### src/rtl/cpu_sequencer_if.sv
// Bus between cpu_sequencer and the datapath: opcode/run/step in, control word and status out.
interface cpu_sequencer_if;
  logic [3:0]  opcode;
  logic        run;
  logic        step_req;
  logic [13:0] ctrl;
  logic [2:0]  step;
  logic        idle;
  logic        hlt;
  logic        instr_done;
  logic        illegal;
  logic [7:0]  retired;

  modport slave (
    input  opcode, run, step_req,
    output ctrl, step, idle, hlt, instr_done, illegal, retired
  );

  modport master (
    output opcode, run, step_req,
    input  ctrl, step, idle, hlt, instr_done, illegal, retired
  );
endinterface

### src/rtl/cpu_sequencer.sv
// T-step control sequencer for the 8-bit bus CPU; drives the one-hot control word.
// Optional CPU_SEQ_SINGLE_STEP_EN: step_req in IDLE runs exactly one instruction.
//
// state | meaning
// IDLE  | stopped; ctrl=0, waits for run (or step_req when enabled)
// T1    | fetch: pc_out, mar_in
// T2    | fetch: ram_out, ir_in, pc_add
// T3    | first execute step (last step for OUT/JMP/HLT/NOP/illegal)
// T4    | second execute step (last for LDA/STA)
// T5    | third execute step (ADD only)
module cpu_sequencer (
  input  logic          clk,
  input  logic          reset,
  cpu_sequencer_if.slave bus
);

  typedef enum logic [2:0] {
    S_IDLE = 3'd0,
    S_T1   = 3'd1,
    S_T2   = 3'd2,
    S_T3   = 3'd3,
    S_T4   = 3'd4,
    S_T5   = 3'd5
  } state_t;

  localparam logic [3:0] OP_LDA = 4'b0001;
  localparam logic [3:0] OP_ADD = 4'b0010;
  localparam logic [3:0] OP_OUT = 4'b0011;
  localparam logic [3:0] OP_JMP = 4'b0100;
  localparam logic [3:0] OP_STA = 4'b0101;
  localparam logic [3:0] OP_HLT = 4'b0110;
  localparam logic [3:0] OP_NOP = 4'b1111;

  // control word bit positions
  localparam int PC_IN  = 0,  PC_OUT = 1,  PC_ADD = 2,  MAR_IN = 3;
  localparam int RAM_IN = 4,  RAM_OUT = 5, IR_IN = 6,   IR_OUT = 7;
  localparam int A_IN   = 8,  A_OUT = 9,   B_IN = 10,   B_OUT = 11;
  localparam int ALU_OUT = 12, OUTPUT_IN = 13;

  state_t      state_q, state_d;
  logic        hlt_q, hlt_d;
  logic [7:0]  retired_q, retired_d;
  logic [13:0] ctrl;
  logic        last_step;
  logic        illegal;
  logic        start;

  always_comb begin
    ctrl      = '0;
    last_step = 1'b0;
    illegal   = 1'b0;
    unique case (state_q)
      S_T1: begin
        ctrl[PC_OUT] = 1'b1;
        ctrl[MAR_IN] = 1'b1;
      end
      S_T2: begin
        ctrl[RAM_OUT] = 1'b1;
        ctrl[IR_IN]   = 1'b1;
        ctrl[PC_ADD]  = 1'b1;
      end
      S_T3: begin
        last_step = 1'b1;
        case (bus.opcode)
          OP_LDA, OP_ADD, OP_STA: begin
            ctrl[IR_OUT] = 1'b1;
            ctrl[MAR_IN] = 1'b1;
            last_step    = 1'b0;
          end
          OP_OUT: begin
            ctrl[A_OUT]     = 1'b1;
            ctrl[OUTPUT_IN] = 1'b1;
          end
          OP_JMP: begin
            ctrl[IR_OUT] = 1'b1;
            ctrl[PC_IN]  = 1'b1;
          end
          OP_HLT, OP_NOP: ;
          default: illegal = 1'b1;
        endcase
      end
      S_T4: begin
        // anything other than ADD finishes here, so a stray opcode change cannot stall
        last_step = (bus.opcode != OP_ADD);
        case (bus.opcode)
          OP_LDA: begin
            ctrl[RAM_OUT] = 1'b1;
            ctrl[A_IN]    = 1'b1;
          end
          OP_ADD: begin
            ctrl[RAM_OUT] = 1'b1;
            ctrl[B_IN]    = 1'b1;
          end
          OP_STA: begin
            ctrl[A_OUT]  = 1'b1;
            ctrl[RAM_IN] = 1'b1;
          end
          default: ;
        endcase
      end
      S_T5: begin
        last_step = 1'b1;
        if (bus.opcode == OP_ADD) begin
          ctrl[ALU_OUT] = 1'b1;
          ctrl[A_IN]    = 1'b1;
        end
      end
      default: ;
    endcase
  end

`ifdef CPU_SEQ_SINGLE_STEP_EN
  assign start = !hlt_q && (bus.run || bus.step_req);
`else
  assign start = !hlt_q && bus.run;
`endif

  always_comb begin
    state_d   = state_q;
    hlt_d     = hlt_q;
    retired_d = retired_q;
    if (state_q == S_IDLE) begin
      if (start) state_d = S_T1;
    end else if (last_step) begin
      retired_d = retired_q + 8'd1;
      if (state_q == S_T3 && bus.opcode == OP_HLT) begin
        hlt_d   = 1'b1;
        state_d = S_IDLE;
      end else begin
        state_d = bus.run ? S_T1 : S_IDLE;
      end
    end else begin
      state_d = state_t'(state_q + 3'd1);
    end
  end

  always_ff @(posedge clk) begin
    if (reset) begin
      state_q   <= S_IDLE;
      hlt_q     <= 1'b0;
      retired_q <= '0;
    end else begin
      state_q   <= state_d;
      hlt_q     <= hlt_d;
      retired_q <= retired_d;
    end
  end

  assign bus.ctrl       = ctrl;
  assign bus.step       = state_q;
  assign bus.idle       = (state_q == S_IDLE);
  assign bus.hlt        = hlt_q;
  assign bus.instr_done = last_step;
  assign bus.illegal    = illegal;
  assign bus.retired    = retired_q;

endmodule

### src/flat_wrapper.sv
// flat-port wrapper written by rule: the top's interface ports become plain ports
module cpu_sequencer_flat 
  (clk, reset, bus_opcode, bus_run, bus_step_req, bus_ctrl, bus_step, bus_idle, bus_hlt, bus_instr_done, bus_illegal, bus_retired);
  cpu_sequencer_if bus_i ();
  input  logic clk;
  input  logic reset;
  input wire logic [$bits(bus_i.opcode)-1:0] bus_opcode;
  input wire logic [$bits(bus_i.run)-1:0] bus_run;
  input wire logic [$bits(bus_i.step_req)-1:0] bus_step_req;
  output wire logic [$bits(bus_i.ctrl)-1:0] bus_ctrl;
  output wire logic [$bits(bus_i.step)-1:0] bus_step;
  output wire logic [$bits(bus_i.idle)-1:0] bus_idle;
  output wire logic [$bits(bus_i.hlt)-1:0] bus_hlt;
  output wire logic [$bits(bus_i.instr_done)-1:0] bus_instr_done;
  output wire logic [$bits(bus_i.illegal)-1:0] bus_illegal;
  output wire logic [$bits(bus_i.retired)-1:0] bus_retired;
  assign bus_i.opcode = bus_opcode;
  assign bus_i.run = bus_run;
  assign bus_i.step_req = bus_step_req;
  assign bus_ctrl = bus_i.ctrl;
  assign bus_step = bus_i.step;
  assign bus_idle = bus_i.idle;
  assign bus_hlt = bus_i.hlt;
  assign bus_instr_done = bus_i.instr_done;
  assign bus_illegal = bus_i.illegal;
  assign bus_retired = bus_i.retired;
  cpu_sequencer u_core (.clk(clk), .reset(reset), .bus(bus_i));
endmodule
### config.mk
export PLATFORM = sky130hd
export DESIGN_NAME = cpu_sequencer_flat
export DESIGN_NICKNAME = d
export VERILOG_FILES = /design/src/rtl/cpu_sequencer_if.sv /design/src/rtl/cpu_sequencer.sv /design/src/flat_wrapper.sv
export SDC_FILE = /design/constraint.sdc
export NUM_CORES = 1
export LEC_CHECK = 0
export BUFFER_PORTS_ARGS = -buffer_cell sky130_fd_sc_hd__buf_2
export CAP_MARGIN = 10
export CORE_ASPECT_RATIO = 1.25
export CORE_MARGIN = 2
export CORE_UTILIZATION = 45
export DETAILED_ROUTE_END_ITERATION = 8
export PLACE_DENSITY = 0.83
export REMOVE_ABC_BUFFERS = 1
export SYNTH_ARGS = -nofsm -noshare
export SYNTH_HDL_FRONTEND = slang
export SYNTH_SLANG_ARGS = --single-unit
### constraint.sdc
create_clock -name clk -period 3.25 [get_ports clk]
set_input_delay 0.4875 -clock clk [delete_from_list [all_inputs] [get_ports clk]]
set_output_delay 0.4875 -clock clk [all_outputs]
set_load 0.02 [all_outputs]
==> results of run 1 <==
synthesized netlist by cell type (2+ instances only):
cell type	number	area share
nand4_1	2	0.013
dfxtp_1	12	0.25
nor2b_1	7	0.046
ha_1	6	0.079
buf_4	2	0.016
mux2_4	2	0.031
nor3_1	2	0.010
a21oi_1	5	0.026
inv_1	6	0.024
nand3_1	5	0.026
nor3_2	2	0.021
clkbuf_1	3	0.012
nor4_1	2	0.013
buf_6	2	0.024
nand2_1	11	0.043
xnor2_1	2	0.018
nor2_1	13	0.051
o21ai_0	4	0.021
worst min-delay path, delay by kind of cell (launching register included):
kind / cells / cell delay (ps)
and+or+nand+nor: 1 / 70
DFF: 1 / 340
AOI/OAI and AO/OA: 1 / 50
layout make-up:
type | instances | area [um^2] | area share
Sequential cell | 12 | 240 | 0.214
Tap cell | 20 | 25.0 | 0.0222
Multi-Input combinational cell | 92 | 644 | 0.573
Clock buffer | 3 | 22.5 | 0.0200
Timing Repair Buffer | 34 | 170 | 0.151
Inverter | 6 | 22.5 | 0.0200
report_power, final:
group,internal (mW),total [mW],switching [mW]
clock,0.0430,0.0911,0.0481
combinational,0.0480,0.141,0.0928
sequential,0.152,0.158,0.00596
metal layers:
layer,vias to the layer above,global-route usage,wire [um]
li1,476,-,-
met1,437,0.230,871
met2,46,0.290,1000
met3,5,0.0261,180
met4,0,0.0756,42
met5,-,0,0
stage by stage:
stage	cell area, um^2	util
floorplan	907	-
global placement	1100	0.556
detailed placement	1100	0.556
CTS	1120	0.568
global route	1120	0.568
finish	1120	0.568
cell families after synthesis:
family	count (synthesis)
compound gates	25
xor+xnor	2
fa+ha+maj	6
buf+inv	13
flops	12
mux	3
other cells	1
simple gates	55
state kept, by name, indices dropped and copies added (netlist names):
register / count
u_core.bus.retired: 8
u_core.bus.step: 3
u_core.bus.hlt: 1
how the worst max path moves through the flow:
stage	endpoint	cells after the start
2_1_floorplan	bus_ctrl[9]	5
3_3_place_gp	u_core.bus.retired[3]	6
3_5_place_dp	u_core.bus.retired[3]	6
4_1_cts	bus_ctrl[9]	6
5_1_grt	bus_ctrl[9]	6
6_report	bus_ctrl[9]	6
==> run_results.csv, run 1 <==
group,metric,value,unit
global_routing,grt_max_degree,17,
die,dieArea,2510,um^2
yosys,yosysWarnings,0,
place,place_congestion,0.875,
layout,layout_common_cells,"buf_2 (34), nor2_1 (13), dfxtp_1 (12)",
die,core_area,1980,um^2
place,port_buffers,34,
yosys,synth-simple-area-share,0.321,
power_and_ir_drop,power_density,347,nW/um^2
power_and_ir_drop,finalPower,0.390,mW
route,firstDrtPassIters,4,
power_and_ir_drop,vdd_drop_max,229,uV
timing,final.setup.tns,0,ps
timing,fin_crit,2530,ps
clock_tree,cts_sinks,12,
yosys,synthMuxAreaShare,0.0432,
critical_path,r2r_setup_slack,1130,ps
timing,drv_slew,0,
yosys,yosysSeqAreaShare,0.251,
critical_path,path_class,"flip-flop to output port",
min_path,hold_depth,2,
timing,rsz0062_at_grt,"no",
clock_tree,clk_latency,280,ps
timing,finalCritPeriodShare,0.779,
global_routing,grt_use_total,0.180,
critical_path,cp_slowest_cell,"dfxtp_1",
route,drcViolationCount,0,
yosys,synth_flop_cell,"dfxtp_1",
global_routing,overflow,0,
power_and_ir_drop,p_leak,0.509,nW
yosys,synth_cells,117,
route,antenna_left,0,
place,hpwlAfterDp,1.59,mm
layout,drive_gt1_frac,0.347,
clock_tree,hold_buffers,0,
status,status,"finished clean",
route,avgViaCountPerCell,5.77,
yosys,synth_xor_area_frac,0.0183,
layout,syn2layout_area_growth,17.7,%
yosys,syn_area,956,um^2
yosys,synth-edff-count,0,
die,io_pins,37,
critical_path,worstPathMaxFanout,9,
clock_tree,cts_buffers,3,
place,detailedPlace.worstSlack,1010,ps
critical_path,cp-startpoint,"u_core.bus.step[2]",
global_routing,grt_pass1_vias,836,
critical_path,worstPathBufferInverterCount,2,
layout,final_common_cell,"buf_2",
clock_tree,post_cts_buffers,0,
die,num_rows,18,
min_path,hold_end,"u_core.bus.hlt",
place,dpl.cell_count,164,
yosys,synth.avg_cell_area,8.17,um^2
yosys,synthDistinctLibCells,47,
timing,hold_viol,0,
yosys,synthArstFlopShare,0,
global_routing,antenna_found_initial,0,
timing,hold_ws,494,ps
min_path,hold_path.class,"flip-flop to flip-flop",
yosys,synth_compound_area_frac,0.209,
clock_tree,htree_levels,1,
critical_path,worstPathRequired,2760,ps
die,initial_core_util,0.482,
global_routing,grt_pass1_wl,3.55,mm
die,die_h,55.5,um
critical_path,reg2reg_depth,6,
critical_path,end_kind,"output port",
clock_tree,ctsLongestPathBuffers,2,
clock_tree,ctsResizeCount,0,
clock_tree,cts-root-buf,"clkbuf_4",
timing,setup_ws,719,ps
critical_path,slowest_delay,390,ps
route,vias,964,
route,wl_per_cell,12.6,um
timing,fin_worst_skew,5.08,ps
yosys,synth_seq_cells,12,
die,die_w,45.2,um
route,drt_iter0_drc,16,
timing,fmax,395,MHz
layout,fill_cells,191,
critical_path,crit_family,"buffers and inverters",
min_path,min_from,"u_core.bus.hlt",
critical_path,startpoint_type,"flip-flop",
critical_path,r2r_end,"u_core.bus.retired[6]",
critical_path,cp_cell_sequence,"inv_1 -> ha_1 -> and4_1 -> a21oi_1 -> o31ai_1 -> buf_2",
yosys,synth_adder_area_share,0.0785,
clock_tree,cts_tree,"done",
layout,fin_cells,167,
route,wirelength,2.10,mm
critical_path,crit_arrival,2040,ps
clock_tree,clkSlewWorstSetupHoldPaths,70,ps
job,maxCapViolCount,0,
layout,diodes,0,
timing,setup_viol,0,
critical_path,worstReg2RegStart,"u_core.bus.step[2]",
yosys,synth_top_family_by_area,"simple AND/OR/NAND/NOR gates",
layout,nNetsFinal,163,
Power figures use the tool's default switching activity.
==> inputs of run 2 (changes only) <==
Settings changed: CORE_UTILIZATION 45 to 43.
Clock period 3.25 ns to 2.1 ns, I/O delays scaled along.
==> run_results.csv, run 2 (synthesis results as in run 1) <==
group,metric,value,unit
timing,fin_worst_skew,1.19,ps
critical_path,crit_arrival,1740,ps
layout,nNetsFinal,169,
die,dieArea,2620,um^2
die,die_h,56.7,um
layout,final_area,1220,um^2
place,hpwlAfterDp,1.81,mm
die,core_area,2160,um^2
critical_path,cp_cell_sequence,"ha_2 -> ha_4 -> and4_1 -> a21oi_1 -> o31ai_1 -> buf_2",
place,placed_cell_area,1160,um^2
timing,rsz0062_at_grt,"yes",
global_routing,grt_max_degree,17,
clock_tree,ctsLongestPathBuffers,2,
clock_tree,htree_levels,1,
status,status,"finished clean",
place,place_congestion,0.799,
timing,drv_slew,0,
critical_path,path_class,"flip-flop to output port",
global_routing,grt_pass1_vias,860,
clock_tree,cts-root-buf,"clkbuf_4",
timing,hold_viol,0,
critical_path,r2r_setup_slack,110,ps
timing,finalCritPeriodShare,0.981,
timing,fin_crit,2060,ps
critical_path,worstPathMaxFanout,9,
clock_tree,cts_tree,"done",
critical_path,worstPathRequired,1780,ps
global_routing,grt_use_total,0.182,
layout,largest_reg_flops,8,
global_routing,grt_pass1_wl,3.66,mm
clock_tree,hold_buffers,0,
layout,layout_common_cells,"buf_2 (34), nor2_1 (12), nand2_1 (11), dfxtp_1 (11), nor2b_1 (7)",
critical_path,crit_family,"adder cells",
timing,setup_viol,0,
power_and_ir_drop,finalPower,0.671,mW
die,die_w,46.2,um
critical_path,end_kind,"output port",
timing,setup_ws,40.2,ps
critical_path,startpoint_type,"flip-flop",
route,drcViolationCount,0,
layout,drive_gt1_frac,0.409,
timing,fmax,485,MHz
route,wl_per_cell,12.6,um
layout,diodes,0,
route,firstDrtPassIters,4,
layout,final_common_cell,"buf_2",
route,vias,983,
layout,fill_cells,218,
min_path,hold_path.class,"input port to flip-flop",
die,num_rows,19,
power_and_ir_drop,vdd_drop_max,450,uV
place,detailedPlace.worstSlack,21.0,ps
route,avgViaCountPerCell,5.31,
route,antenna_left,0,
place,port_buffers,34,
die,initial_core_util,0.442,
timing,hold_ws,393,ps
clock_tree,clk_latency,270,ps
power_and_ir_drop,p_leak,0.544,nW
power_and_ir_drop,power_density,552,nW/um^2
route,drt_iter0_drc,13,
layout,utilization,0.562,
global_routing,antenna_found_initial,0,
clock_tree,cts_sinks,12,
layout,multi_input_area,662,um^2
layout,seq_area,241,um^2
die,io_pins,37,
job,maxCapViolCount,0,
global_routing,overflow,0,
layout,syn2layout_area_growth,27.2,%
route,wirelength,2.33,mm
clock_tree,clkSlewWorstSetupHoldPaths,80,ps
critical_path,worstPathBufferInverterCount,1,
critical_path,slowest_delay,360,ps
clock_tree,cts_buffers,3,
critical_path,cp_slowest_cell,"dfxtp_2",
-- run 2: cell count changes in the layout (fill, tap and decap cells not counted), sizes merged --
cell | previous run | this run
clkbuf | 3 | 4
buf | 34 | 40
-- run 2: final timing paths --
kind	end	depth (start not counted)	startpoint
hold reg to reg	u_core.bus.retired[7]	2	u_core.bus.retired[7]
hold / removal	u_core.bus.retired[2]	2	reset
setup reg to reg	u_core.bus.retired[6]	8	u_core.bus.step[1]
setup / recovery	bus_ctrl[9]	6	u_core.bus.step[0]
-- run 2: worst register-to-register path, stage by stage (launching register included) --
cell     delay (ps)
dfxtp_1         360
buf_4           140
inv_1            50
ha_1            260
inv_2           120
a41oi_2         120
a21o_2          270
nor3_2          250
mux2_4          320
-- run 2: final cells by class --
type | count | area share
Sequential cell | 12 | 0.199
Multi-Input combinational cell | 92 | 0.544
Inverter | 6 | 0.0185
Clock buffer | 4 | 0.0298
Tap cell | 31 | 0.0319
Timing Repair Buffer | 40 | 0.177
-- run 2: where the power goes --
group / internal, mW / switching (mW)
registers: 0.236 / 0.00845
logic: 0.0880 / 0.153
clock network: 0.105 / 0.0801
total: 0.429 / 0.242
-- run 2: per-layer routing --
layer,share of wire,wire [um],track usage,vias to the layer above
met5,0,0,0,-
met4,0,0,0.0367,0
met3,0.052,120,0.0193,0
met2,0.55,1280,0.319,38
met1,0.40,932,0.230,456
li1,-,-,-,489
-- run 2: what timing repair did --
item	CTS	global route
endpoints found under the hold margin	0	0
gates resized for setup	2	5
endpoints found under the setup margin	1	5
buffers inserted	0	0
-- run 2: through the flow --
| step | TNS (ps) | instances |
|---|---|---|
| 6_report | 0 | 185 |
| 5_1_grt | -75.2 | 185 |
| 4_1_cts | 0 | 185 |
| 3_5_place_dp | 0 | 181 |
| 3_3_place_gp | 0 | 181 |
| 2_1_floorplan | -179 | 110 |
==> inputs of run 3 (changes only) <==
Settings changed: PLACE_DENSITY 0.83 to 0.75.
==> run_results.csv, run 3 (synthesis results as in run 1) <==
group,metric,value,unit
critical_path,crit_family,"flip-flops",
route,avgViaCountPerCell,5.38,
place,place_congestion,0.858,
clock_tree,cts_tree,"done",
global_routing,grt_pass1_wl,3.46,mm
die,initial_core_util,0.442,
die,core_area,2160,um^2
route,drt_iter0_drc,19,
timing,drv_slew,0,
global_routing,grt_max_degree,17,
critical_path,startpoint_type,"flip-flop",
global_routing,grt_pass1_vias,805,
layout,drive_gt1_frac,0.404,
job,maxCapViolCount,0,
critical_path,worstPathRequired,1780,ps
timing,fmax,495,MHz
timing,final.setup.tns,0,ps
layout,fin_cells,182,
place,dpl.cell_count,178,
critical_path,r2r_end,"u_core.bus.retired[5]",
layout,diodes,0,
critical_path,worstPathMaxFanout,6,
timing,hold_viol,0,
die,die_h,56.7,um
clock_tree,ctsLongestPathBuffers,2,
global_routing,overflow,0,
die,die_w,46.2,um
global_routing,grt_use_total,0.172,
route,wl_per_cell,12.3,um
route,drcViolationCount,0,
timing,fin_worst_skew,1.14,ps
min_path,min_from,"reset",
clock_tree,clk_latency,270,ps
global_routing,antenna_found_initial,0,
power_and_ir_drop,p_leak,0.532,nW
route,vias,979,
power_and_ir_drop,p_seq_frac,0.378,
critical_path,worstPathBufferInverterCount,1,
power_and_ir_drop,vdd_drop_max,385,uV
clock_tree,cts_sinks,12,
place,hpwlAfterDp,1.67,mm
min_path,hold_path.class,"input port to flip-flop",
power_and_ir_drop,pwr-share-comb,0.349,
clock_tree,hold_buffers,0,
power_and_ir_drop,p_clk_frac,0.273,
layout,largest_reg_flops,8,
critical_path,reg2reg_depth,7,
timing,setup_ws,81.2,ps
layout,layout_common_cells,"buf_2 (34), nor2_1 (12), nand2_1 (11)",
route,wirelength,2.24,mm
timing,finalCritPeriodShare,0.961,
power_and_ir_drop,power_density,550,nW/um^2
critical_path,worstReg2RegStart,"u_core.bus.step[0]",
clock_tree,cts-root-buf,"clkbuf_4",
clock_tree,clkSlewWorstSetupHoldPaths,80,ps
clock_tree,htree_levels,1,
critical_path,slowest_delay,390,ps
power_and_ir_drop,p_int,0.425,mW
die,io_pins,37,
min_path,hold_end,"u_core.bus.hlt",
place,detailedPlace.worstSlack,68.9,ps
layout,final_common_cell,"buf_2",
route,firstDrtPassIters,4,
die,dieArea,2620,um^2
timing,fin_crit,2020,ps
place,port_buffers,34,
min_path,hold_depth,2,
layout,nNetsFinal,166,
timing,rsz0062_at_grt,"no",
clock_tree,cts_buffers,3,
timing,setup_viol,0,
critical_path,cp_cell_sequence,"ha_4 -> ha_4 -> and4_1 -> a21oi_1 -> o31ai_1 -> buf_2",
critical_path,crit_arrival,1700,ps
critical_path,cp_slowest_cell,"dfxtp_2",
power_and_ir_drop,netSwitchingFraction,0.358,
route,antenna_left,0,
layout,utilization,0.557,
critical_path,path_class,"flip-flop to output port",
critical_path,r2r_setup_slack,170,ps
status,status,"finished clean",
layout,syn2layout_area_growth,26.0,%
critical_path,cpMostUsedCell,"ha_4",
critical_path,end_kind,"output port",
power_and_ir_drop,power_switching,0.237,mW
die,num_rows,19,
## run 3: cell types whose count changed in the layout (fill, tap and decap cells not counted)
cell,previous run,this run
ha_4,1,2
buf_4,6,3
ha_2,1,0
dfxtp_1,11,10
dfxtp_2,1,2
## run 3: cell type report
class / instances / area, um^2
Tap cell: 31 / 38.8
Inverter: 6 / 22.5
Clock buffer: 4 / 36.3
Fill cell: 207 / 958
Timing Repair Buffer: 37 / 193
Sequential cell: 12 / 243
Multi-Input combinational cell: 92 / 672
## run 3: worst max-delay path by stage
stage | start | end | slack [ps] | cells past startpoint
after floorplan | u_core.bus.step[1] | bus_ctrl[9] | -180 | 5
after global placement | bus_opcode[0] | u_core.bus.retired[6] | 90 | 6
after detailed placement | bus_opcode[0] | u_core.bus.retired[5] | 70 | 6
after CTS | u_core.bus.step[0] | bus_ctrl[9] | 10 | 6
after global routing | u_core.bus.step[1] | bus_ctrl[9] | 9 | 6
final | u_core.bus.step[1] | bus_ctrl[9] | 80 | 6
## run 3: metrics by stage
step                      cell area [um^2]  power [mW]  hold slack [ps]
after floorplan                        907       0.402              377
after global placement                1140       0.467              481
after detailed placement              1140       0.475              498
after CTS                             1190       0.661              386
after global routing                  1200       0.698              400
final                                 1200       0.662              396
## run 3: repair_timing
action | 4_1_cts | 5_1_grt
setup buffers | 0 | 0
endpoints found under the setup margin | 1 | 3
resized for setup | 4 | 5
## run 3: worst register-to-register path, cell delays in order (launching register included)
cell and delay (ps):
dfxtp_2 380, inv_1 100, ha_1 280, inv_1 140, a41oi_2 130, a21o_2 270
nor3_2 220, mux2_4 310
## run 3: power by group through the flow
stage | logic, mW | registers (mW) | clock network (mW)
after floorplan | 0.143 | 0.259 | 0
after global placement | 0.217 | 0.250 | 0
after detailed placement | 0.224 | 0.251 | 0
after CTS | 0.228 | 0.247 | 0.186
after global routing | 0.251 | 0.252 | 0.195
final | 0.231 | 0.250 | 0.181
## run 3: routing by layer
layer | GRT usage | vias to the layer above | routed length, um
li1 | - | 483 | -
met1 | 0.214 | 446 | 986
met2 | 0.298 | 48 | 1110
met3 | 0.0193 | 2 | 137
met4 | 0.0490 | 0 | 6
met5 | 0 | - | 0
